### config.mk
export PLATFORM = sky130hd
export DESIGN_NAME = ibias_seq
export DESIGN_NICKNAME = d
export VERILOG_FILES = /design/src/rtl/ibias_seq.sv
export SDC_FILE = /design/constraint.sdc
export NUM_CORES = 1
export LEC_CHECK = 0
export ABC_AREA = 1
export BUFFER_PORTS_ARGS = -buffer_cell sky130_fd_sc_hd__buf_2
export CORE_MARGIN = 3
export CORE_UTILIZATION = 35
export CTS_BUF_LIST = sky130_fd_sc_hd__clkbuf_8 sky130_fd_sc_hd__clkbuf_16
export CTS_CLUSTER_DIAMETER = 60
export DETAILED_ROUTE_END_ITERATION = 6
export HOLD_SLACK_MARGIN = 0.03
export PLACE_DENSITY = 0.56
export SKIP_LAST_GASP = 1
export SLEW_MARGIN = 20
export SYNTH_ARGS = -nofsm -noshare
export SYNTH_HDL_FRONTEND = slang
export SYNTH_SLANG_ARGS = --single-unit
### constraint.sdc
create_clock -name clk -period 1.7 [get_ports clk]
set_input_delay 0.255 -clock clk [delete_from_list [all_inputs] [get_ports clk]]
set_output_delay 0.255 -clock clk [all_outputs]
set_load 0.1 [all_outputs]
### src/rtl/ibias_seq.sv
`default_nettype none
// ============================================================================
// Module   : ibias_seq
// Brief    : Bias generator sequencer: bandgap wait, settle, glitch-free
//            source switching and sticky bandgap-timeout fault.
// Revision : 1.0 - initial release
// ============================================================================
module ibias_seq #(
    parameter int SETTLE_CYC = 64,
    parameter int SWITCH_CYC = 16,
    parameter int BG_TIMEOUT = 1024,
    parameter int CNT_W      = 11
) (
    input  logic       clk,
    input  logic       rst_n,
    input  logic       ena,
    input  logic       isrc_sel_req,
    input  logic       ibg_ok,
    output logic       ibias_ena,
    output logic       isrc_sel,
    output logic       ibias_rdy,
    output logic       fault,
    output logic [2:0] state
);

    typedef enum logic [2:0] {
        S_OFF     = 3'd0,
        S_BG_WAIT = 3'd1,
        S_SETTLE  = 3'd2,
        S_READY   = 3'd3,
        S_SWITCH  = 3'd4,
        S_FAULT   = 3'd5
    } state_t;

    localparam logic [CNT_W-1:0] C_SETTLE_LAST = CNT_W'(SETTLE_CYC - 1);
    localparam logic [CNT_W-1:0] C_SWITCH_LAST = CNT_W'(SWITCH_CYC - 1);
    localparam logic [CNT_W-1:0] C_BG_LAST     = CNT_W'(BG_TIMEOUT - 1);
    localparam logic [CNT_W-1:0] C_CNT_MAX     = '1;

    state_t           r_state, w_state_nxt;
    logic [CNT_W-1:0] r_cnt, w_cnt_nxt, w_cnt_inc;
    logic             r_sync1, r_sync2;
    logic             r_sel, w_sel_nxt;
    logic             r_ibias_ena, r_ibias_rdy, r_fault;

    assign w_cnt_inc = (r_cnt == C_CNT_MAX) ? r_cnt : r_cnt + 1'b1;

    // ibg_ok is asynchronous to clk; only the second flop is ever consumed.
    always_ff @(posedge clk or negedge rst_n) begin
        if (!rst_n) begin
            r_sync1 <= 1'b0;
            r_sync2 <= 1'b0;
        end else begin
            r_sync1 <= ibg_ok;
            r_sync2 <= r_sync1;
        end
    end

    always_comb begin
        w_state_nxt = r_state;
        w_cnt_nxt   = r_cnt;
        w_sel_nxt   = r_sel;
        if (!ena) begin
            w_state_nxt = S_OFF;
            w_cnt_nxt   = '0;
        end else begin
            case (r_state)
                S_OFF: begin
                    w_state_nxt = S_BG_WAIT;
                    w_cnt_nxt   = '0;
                    w_sel_nxt   = isrc_sel_req;
                end
                S_BG_WAIT: begin
                    if (r_sync2) begin
                        w_state_nxt = S_SETTLE;
                        w_cnt_nxt   = '0;
                    end else if (r_cnt >= C_BG_LAST) begin
                        w_state_nxt = S_FAULT;
                        w_cnt_nxt   = '0;
                    end else begin
                        w_cnt_nxt = w_cnt_inc;
                    end
                end
                S_SETTLE: begin
                    if (!r_sync2) begin
                        w_state_nxt = S_BG_WAIT;
                        w_cnt_nxt   = '0;
                    end else if (r_cnt >= C_SETTLE_LAST) begin
                        w_state_nxt = S_READY;
                        w_cnt_nxt   = '0;
                    end else begin
                        w_cnt_nxt = w_cnt_inc;
                    end
                end
                S_READY: begin
                    if (!r_sync2) begin
                        w_state_nxt = S_BG_WAIT;
                        w_cnt_nxt   = '0;
                    end else if (isrc_sel_req != r_sel) begin
                        w_state_nxt = S_SWITCH;
                        w_cnt_nxt   = '0;
                        w_sel_nxt   = isrc_sel_req;
                    end
                end
                S_SWITCH: begin
                    if (!r_sync2) begin
                        w_state_nxt = S_BG_WAIT;
                        w_cnt_nxt   = '0;
                    end else if (r_cnt >= C_SWITCH_LAST) begin
                        w_state_nxt = S_READY;
                        w_cnt_nxt   = '0;
                    end else begin
                        w_cnt_nxt = w_cnt_inc;
                    end
                end
                S_FAULT: begin
                    w_state_nxt = S_FAULT;
                end
                default: begin
                    w_state_nxt = S_OFF;
                    w_cnt_nxt   = '0;
                end
            endcase
        end
    end

    // Outputs are decoded from the next state so they change on the same
    // edge as the transition that causes them.
    always_ff @(posedge clk or negedge rst_n) begin
        if (!rst_n) begin
            r_state     <= S_OFF;
            r_cnt       <= '0;
            r_sel       <= 1'b0;
            r_ibias_ena <= 1'b0;
            r_ibias_rdy <= 1'b0;
            r_fault     <= 1'b0;
        end else begin
            r_state     <= w_state_nxt;
            r_cnt       <= w_cnt_nxt;
            r_sel       <= w_sel_nxt;
            r_ibias_ena <= (w_state_nxt == S_SETTLE) || (w_state_nxt == S_READY) ||
                           (w_state_nxt == S_SWITCH);
            r_ibias_rdy <= (w_state_nxt == S_READY);
            r_fault     <= (w_state_nxt == S_FAULT);
        end
    end

    assign ibias_ena = r_ibias_ena;
    assign isrc_sel  = r_sel;
    assign ibias_rdy = r_ibias_rdy;
    assign fault     = r_fault;
    assign state     = r_state;

endmodule
`default_nettype wire
# Yosys cells after proc, flatten, opt, wreduce, memory -nomap -nowiden
# Cells that the tools add are included.
# classes
n_addsub	1
order_cmp	3
eq_ne	15
mux	24
n_reduce_logical	6
# ops
cell	count
$mux W11	10
$pmux W11 S5	1
$mux W3	9
$pmux W3 S6	1
$eq A3 B2 Y1 const B	4
$eq A3 B3 Y1 const B	4
$add A11 B1 Y11 const B	1
$eq A11 B11 Y1 const B	1
$ge A11 B10 Y1 const B	1
$ge A11 B4 Y1 const B	1
$ge A11 B6 Y1 const B	1
$ne A2 B2 Y1 const B	3
$ne A4 B4 Y1 const B	1
$reduce_and A4 Y1	1
$eq A3 B1 Y1 const B	1
$logic_not A3 Y1	1
$logic_or A1 B1 Y1	2
$mux W1	2
$pmux W1 S2	1
$reduce_and A2 Y1	1
$reduce_bool A2 Y1	1
$ne A1 B1 Y1	1
# word_totals
regBits	20
output_inout_bits	7
wordCells	57

# Logic depth before layout (Yosys ltp)
# Gate-level depths: netlist of the first run.
# logic_depth
depth_word	8
ltp_mapped	11
depth_no_buf	11

# Worst setup path before layout of the first run
# OpenSTA, ideal clock, no wires.
# synth_path
path_type	register to register
startpoint	register r_state[2], in the netlist state[2]
endpoint	register r_cnt[5]
setup_time_ns	0.118
arrival_ns	1.918
t_required_ns	1.582
path_slack_ns	-0.336
path_stages_with_launch	10
path_buffers	0
period_less_slack_ns	2.036
cell_sequence	dfrtp_1 > inv_1 > nand2_2 > o21ai_1 > o21ai_1 > inv_1 > nand2_2 > nand2_4 > nand2_1 > o21ai_2
# synth_via
elab_chain_cells	3
# synth_lines
item	line_no	text
from (decl)	40	state_t r_state, w_state_nxt;
from (signal assigned)	138	r_state <= w_state_nxt;
$eq A3 B3 Y1 (tied with other cells)	67	case (r_state)
$pmux W11 S5 (tied with other cells)	67	
$mux W11 / $reduce_and A2 Y1 (equally long branches)	-	
to (signal assigned)	139	r_cnt <= w_cnt_nxt;
to (decl)	41	logic [CNT_W-1:0] r_cnt, w_cnt_nxt, w_cnt_inc;
# Several ways; a longest one is shown, not always the timed one.
# A chain may end at the register's enable or synchronous reset.

# Worst setup path in the final report of the first run
# layout_path
startpoint	register r_cnt[1]
endpoint	register r_cnt[3]
# layout_via
elab_chain_cells	6
# layout_lines
item	line_no	text
$add A11 B1 Y11 / $eq A11 B11 Y1 (equally long branches)	46	assign w_cnt_inc = (r_cnt == C_CNT_MAX) ? r_cnt : r_cnt + 1'b1;
$mux W11	46	
$mux W11, on equally long branches	109, 77, 88	
$mux W11, on equally long branches	106, 74, 85	
$pmux W11 S5 (*)	67	
$mux W11 (*)	63	if (!ena) begin
# Mark *: on every way between the ends. The rest lies on a longest branch, timed or not.

==> results.md, run 1 <==
* FILL cells at approximately 370
* Total power at roughly 1300 µW
* Total Routing Usage GR at 14.01%
* Worst-Skew Late Latency at 0.26 ns
* Antenna cells at 0
* Worst Path Arrival at between 1.5 and 2 ns
* Post-DP Area at 0.001539 mm²
* Place WS at around 0.13 ns
* Routability-driven placement congestion ratio at 0.8349
* Die width at 69.62 µm
* Clk_skew at ~0.0029 ns
* Core footprint at approximately 0.0038 mm²
* Antenna Violating Nets Remaining at 0
* Max Slew Vio Count at 0
* Worst r2r path cells at 8
* Vias at ~1.2k
* Leak pwr at around 0.00091 µW
* Top Ports at 12
* Worst setup path startpoint: r_cnt[1]
* Layout cells sized above 1 at 25.11%
* Crit. End Element: flip-flop
* Syn-to-layout area delta at 18.37%
* F_max at around 0.64 GHz
* Starting density of the core at a little under two fifths
* Largest net degree at the start of global routing at 21
* # DRC at 0
* Number of distinct library cells after synthesis at 28
* Commonest non-fill, non-tap cell in the layout: nand2_1
* Initial detailed-routing violation count at just under 70
* RR Endpoint: r_cnt[3]
* Fin Setup TNS at 0 ns
* Router iterations before antenna repair at 4
* Reg clk slew, reported paths at about 0.080 ns
* Max_cap viols at 0
* DR WL/cell at approximately 12 µm
* Clock buffer count from CTS at 3
* Status: complete, no violations
* Root Buffer: clkbuf_8
* Yosys warns at 0
* Max clock buf depth at 2
* Cell area after layout at between 0.0015 and 0.002 mm²
* Hold Path Class: input pin to flip-flop
* Flops & latches, synth at 20
* Worst rel slew slack at 67.07%
* Num rows at 22
* IO buf count at 11
* R2R Setup Slk at ~0.15 ns
* Worst vdd ir at 510.5 µV
* Initial antenna violation count at 0
* Final period util at about 90%
* Die area at around 0.0048 mm²
* CP max FO at 5
* Actual transition at the worst max-transition pin at roughly 0.50 ns
* Critical path destination: r_cnt[3]
* CP startpoint kind: flip-flop
* Final WL at 3089 µm
* First-pass GRT wire length at approximately 5500 µm
* Seq/Total Area, Yosys at a little over a third
* Commonest cells after routing, fill and taps aside: nand2_1, inv_1, dfrtp_1
* Synth Cell Area at approximately 0.0014 mm²
* HPWL Detailed at ~2400 µm
* R2R Path Start: r_cnt[1]
* CTS tree: built
* Power per cell area at 749.9 mW/mm²
* Die height at a little under 70 µm
* NumNets Final at approximately 230
* GRT overflow at 0
* Vias in the first global route at roughly 1.2k
* H-tree depth at 1
* Mapped Nets at roughly 210
* Final setup margin at between 0.1 and 0.15 ns
* Final setup fails at 0
* Critical setup path kind: flip-flop to flip-flop
* WP data required at ~1.9 ns
* Vias/cell at between 4 and 5
* # clock sinks at 20
* Post-Syn Area per Cell at 7.117 µm²
* Minimum clock period at about 1.6 ns
* Post-Syn Instances at approximately 200
* Final Hold Fails at 0
==> how the worst min path moves through the flow <==
| stage | cells past startpoint | endpoint | start | slack (ns) |
|---|---|---|---|---|
| after floorplan | 0 | fault | rst_n | -0.04 |
| after global placement | 1 | isrc_sel | rst_n | 0.24 |
| after CTS | 1 | r_sync1 | ibg_ok | 0.09 |
| final | 1 | r_sync1 | ibg_ok | 0.09 |
| after global routing | 1 | r_sync1 | ibg_ok | 0.09 |
| after detailed placement | 1 | r_cnt[4] | rst_n | 0.25 |
==> synth_stat cells <==
master    number  share of area [%]
or2_4          1               0.62
xor2_1         3                1.9
nand3_2        3                2.1
inv_1         30                8.0
o211ai_1       1               0.53
a21o_1         1               0.53
nor2_4         4                3.2
nand2_4        2                1.6
nand4_1        6                2.7
nand2_2        5                2.2
inv_2          3               0.79
o31ai_1        1               0.53
or2_1          1               0.44
nor2_2         2               0.88
a21oi_1        6                2.1
nor3_4         1                1.1
o21ai_1        5                1.8
nand3_1       14                4.9
nand4_4        2                3.0
dfrtp_1       20                 35
inv_6          1               0.62
clkbuf_2       1               0.35
nor2_1        13                3.4
ha_1           1               0.88
xnor2_1        1               0.62
o21ai_2        2                1.2
nand2_1       65                 17
o21ai_0        4                1.4
==> worst max-delay path, cell delays in order, from the launching register on <==
cell,delay [ns]
dfrtp_1,0.43
ha_4,0.18
nand2_2,0.08
nor2_4,0.16
nand4_4,0.13
buf_4,0.18
a21oi_1,0.13
o21ai_0,0.10
o21ai_1,0.09
==> flip-flops by register name, summed over array words and instances, names as in the netlist <==
register   count
r_cnt         11
state          3
fault          1
ibias_ena      1
ibias_rdy      1
isrc_sel       1
r_sync1        1
r_sync2        1
==> metal layers <==
layer  GRT usage (%)  share of wire (%)  wire (µm)  vias to the layer above
met5               0                  0          0                        -
met4           2.553               0.74         23                        0
met3           3.913                3.5        107                        2
met2           21.82                 44       1365                       19
met1           19.57                 52       1594                      541
li1                -                  -          -                      669
==> kinds of logic (layout without fill, tap and decap cells) <==
kind of cell    Yosys count  in the layout  synth area share [%]
compound gates           20             20                 8.128
xor+xnor                  4              4                 2.474
fa+ha+maj                 1              1                0.8833
buf+inv                  35             55                 9.717
flops                    20             20                 35.34
simple gates            119            119                 43.46
==> area by class of cell <==
| type | count | area [µm²] | share of cell area, % |
|---|---|---|---|
| inverters | 34 | 132.6 | 7.910 |
| clock buffers | 3 | 41.29 | 2.463 |
| well taps | 48 | 60.06 | 3.582 |
| multi-input cells | 144 | 803.3 | 47.91 |
| repair buffers | 17 | 102.6 | 6.119 |
| flip-flops and latches | 20 | 506.7 | 30.22 |
| clock inverters | 1 | 30.03 | 1.791 |
==> stage by stage <==
stage / hold WS [ns] / cells / util (%)
after floorplan: -0.04059 / 199 / -
after global placement: 0.2398 / 258 / 40.81
after detailed placement: 0.2477 / 258 / 40.81
after CTS: 0.08786 / 263 / 42.97
after global routing: 0.08663 / 267 / 44.46
final: 0.09362 / 267 / 44.46
==> what timing repair did <==
| item | in CTS | in global routing |
|---|---|---|
| buffers inserted | 0 | 4 |
| resized for setup | 0 | 7 |
| hold endpoints to repair | 20 | 0 |
| hold buffers | 1 | 0 |
| setup endpoints to repair | 0 | 11 |
==> power by group <==
| group | switching, µW | total [µW] | internal, µW |
|---|---|---|---|
| clock network | 163 | 477 | 315 |
| registers | 23.0 | 518 | 495 |
| logic | 202 | 262 | 60.2 |
| total | 387 | 1260 | 870 |
Note: power is estimated with default switching activity, not from simulation.
==> run 2: changes to the inputs <==
--- a/config.mk
+++ b/config.mk
@@ -14,6 +14,7 @@
 export DETAILED_ROUTE_END_ITERATION = 6
 export HOLD_SLACK_MARGIN = 0.03
 export PLACE_DENSITY = 0.56
+export RECOVER_POWER = 25
 export SKIP_LAST_GASP = 1
 export SLEW_MARGIN = 20
 export SYNTH_ARGS = -nofsm -noshare
==> constraint.sdc (replaced) <==
create_clock -name clk -period 1.8 [get_ports clk]
set_input_delay 0.27 -clock clk [delete_from_list [all_inputs] [get_ports clk]]
set_output_delay 0.27 -clock clk [all_outputs]
set_load 0.1 [all_outputs]
==> run 2 against run 1 <==
Sequential share of layout area up 1.0 points. Global-route usage down 0.45 points. Sequential cell count unchanged. Die area unchanged. Cell count down 1.5%. Critical endpoint is now r_cnt[5]. Largest cell class unchanged.
==> results.md, run 2 (synthesis results as in run 1) <==
* Final period util at 88.11% (-3.2 points)
* Antenna Violating Nets Remaining at 0 (unchanged)
* Starting density of the core at 37.56% (unchanged)
* Crit. End Element: flip-flop
* # DRC at 0 (unchanged)
* Vias/cell at 4.639 (+0.61%)
* Hold Path Class: input pin to flip-flop
* Worst vdd ir at 542.2 µV (+6.2%)
* Sequential cell area at 505.5 µm² (-0.25%)
* IO buf count at 11 (unchanged)
* Commonest cells after routing, fill and taps aside: nand2_1, inv_1, dfrtp_1
* Cell area after layout at 0.001619 mm² (-3.4%)
* Post-DP Area at 0.001539 mm² (unchanged)
* CTS resizes at 0 (unchanged)
* Max Slew Vio Count at 0 (unchanged)
* Core footprint at 0.003771 mm² (unchanged)
* Max reg flops at 11 (unchanged)
* WP buf/inv at 0 (-1)
* Int Pwr at 820.5 µW (-5.7%)
* Clk_skew at 0.006580 ns (+0.003662 ns)
* Reg power frac at 41.5% (+0.3 points)
* Commonest non-fill, non-tap cell in the layout: nand2_1
* Leak pwr at 0.0008909 µW (-1.9%)
* Antenna cells at 0 (unchanged)
* Post-CTS Setup Bufs at 0 (unchanged)
* Family with the most delay on the worst path: simple AND/OR/NAND/NOR gates
* Crit path top cell by count: nand2_1
* Footprint of the multi-input gates at 778.2 µm² (-3.1%)
* Worst-Skew Late Latency at 0.26 ns (about the same)
* Initial antenna violation count at 0 (unchanged)
* Total power at 1178 µW (-6.3%)
* Num rows at 22 (unchanged)
* Fin Setup TNS at 0 ns (unchanged)
* GRT overflow at 0 (unchanged)
* # clock sinks at 20 (unchanged)
* Critical Path Max Stage Delay at 0.40 ns (-0.03 ns)
* H-tree depth at 1 (unchanged)
* Root Buffer: clkbuf_8
* Critical Path Slowest Stage Cell: dfrtp_1
* Final WL at 2989 µm (-3.2%)
* WP data required at 1.99 ns (+0.10 ns)
* Die width at 69.62 µm (unchanged)
* Worst rel slew slack at 25.00% (-42 points)
* Die height at 69.62 µm (unchanged)
* RSZ-0062 raised after global routing: false
* NumNets Final at 222 (-1.8%)
* Critical-path cell list: ha_1 -> nand2_1 -> nor2_4 -> nand3_1 -> nand3_2 -> or2_4 -> nand2_4 -> nand2_1 -> o21ai_2
* Biggest register: r_cnt
* Clock buffer count from CTS at 3 (unchanged)
* Layout cells sized above 1 at 20.93% (-4.2 points)
* CP startpoint kind: flip-flop
* Largest net degree at the start of global routing at 21 (unchanged)
* Max clock buf depth at 2 (unchanged)
* Status: complete, no violations
* Vias at 1220 (-0.89%)
* F_max at 0.6306 GHz (-2.2%)
* CTS tree: built
* Final Hold Fails at 0 (unchanged)
* Minimum clock period at 1.586 ns (+0.03415 ns)
* First-pass GRT wire length at 5430 µm (-1.9%)
* Total Routing Usage GR at 13.55% (-0.45 points)
* Worst Path Arrival at 1.77 ns (+0.03 ns)
* Die area at 0.004846 mm² (unchanged)
* Top Ports at 12 (unchanged)
* FILL cells at 387 (+4.3%)
* Power per cell area at 727.5 mW/mm² (-3.0%)
* Cell Count, Final, Fillers Out at 263 (-1.5%)
* Syn-to-layout area delta at 14.31%
* Combinational group share of total power at 20.8% (about the same)
* Final setup fails at 0 (unchanged)
* Reg clk slew, reported paths at 0.08 ns (about the same)
* Initial detailed-routing violation count at 64 (-5.9%)
* DR WL/cell at 11.37 µm (-1.8%)
* Sw Share at 30.34% (-0.47 points)
* Vias in the first global route at 1204 (-2.0%)
* CP max FO at 6 (+1)
* Part of the power in the clock network at 37.7% (-0.3 points)
* HPWL Detailed at 2374 µm (-0.21%)
* Max_cap viols at 0 (unchanged)
* Critical setup path kind: flip-flop to flip-flop
* Routability-driven placement congestion ratio at 0.8345 (about the same)
* Final Hold Slack at 0.1107 ns (+0.01706 ns)
* Actual transition at the worst max-transition pin at 1.125 ns (+0.6275 ns)
* Placed Cells at 258 (unchanged)
* Router iterations before antenna repair at 4 (unchanged)
* Switch Pwr at 357.4 µW (-7.7%)
[run 2: layer usage]
| metal | vias to the layer above | share of wire (%) | global-route usage [%] | wire, µm |
|---|---|---|---|---|
| li1 | 663 | - | - | - |
| met5 | - | 0 | 0 | 0 |
| met3 | 2 | 3.6 | 3.913 | 108 |
| met1 | 541 | 51 | 18.74 | 1512 |
| met4 | 0 | 0.74 | 2.340 | 22 |
| met2 | 14 | 45 | 21.29 | 1346 |
[run 2: per-stage QoR]
step | util, % | worst slack, ns
2_1_floorplan | - | 0.1189
3_3_place_gp | 40.81 | 0.2541
3_5_place_dp | 40.81 | 0.2253
4_1_cts | 42.97 | 0.1996
5_1_grt | 42.93 | 0.03489
6_report | 42.93 | 0.2141
[run 2: worst reg2reg max path, stage by stage, from the launching register on]
cell,delay (ns)
dfrtp_1,0.40
ha_1,0.24
nand2_1,0.14
nor2_4,0.06
nand3_1,0.09
nand3_2,0.11
or2_4,0.26
nand2_4,0.10
nand2_1,0.07
o21ai_2,0.05
[run 2: final cells by class]
class                           count  share of cell area (%)
Clock buffer                        3                   2.550
Sequential cell                    20                   31.22
Clock inverter                      1                   1.855
Inverter                           34                   8.192
Tap cell                           48                   3.709
Multi-Input combinational cell    144                   48.07
Timing Repair Buffer               13                   4.405
[run 2: worst paths after layout]
check,startpoint,to,slack [ns],depth (start not counted)
max in group asynchronous,rst_n,isrc_sel,0.31,2
max reg2reg,r_cnt[0],r_cnt[5],0.21,9
max,r_cnt[0],r_cnt[5],0.21,9
min reg2reg,r_sync1,r_sync2,0.36,0
min in group asynchronous,rst_n,ibias_ena,0.75,2
min,ibg_ok,r_sync1,0.11,1
[run 2: power groups by stage]
stage	logic (µW)	clock network (µW)	registers [µW]
global route	270	482	492
detailed placement	246	0	497
global placement	247	0	498
CTS	248	457	489
finish	246	444	489
floorplan	104	0	588
[run 2: what timing repair did]
item | CTS | global route
endpoints found under the hold margin | 20 | 0
endpoints found under the setup margin | 0 | 0
hold buffers | 1 | 0
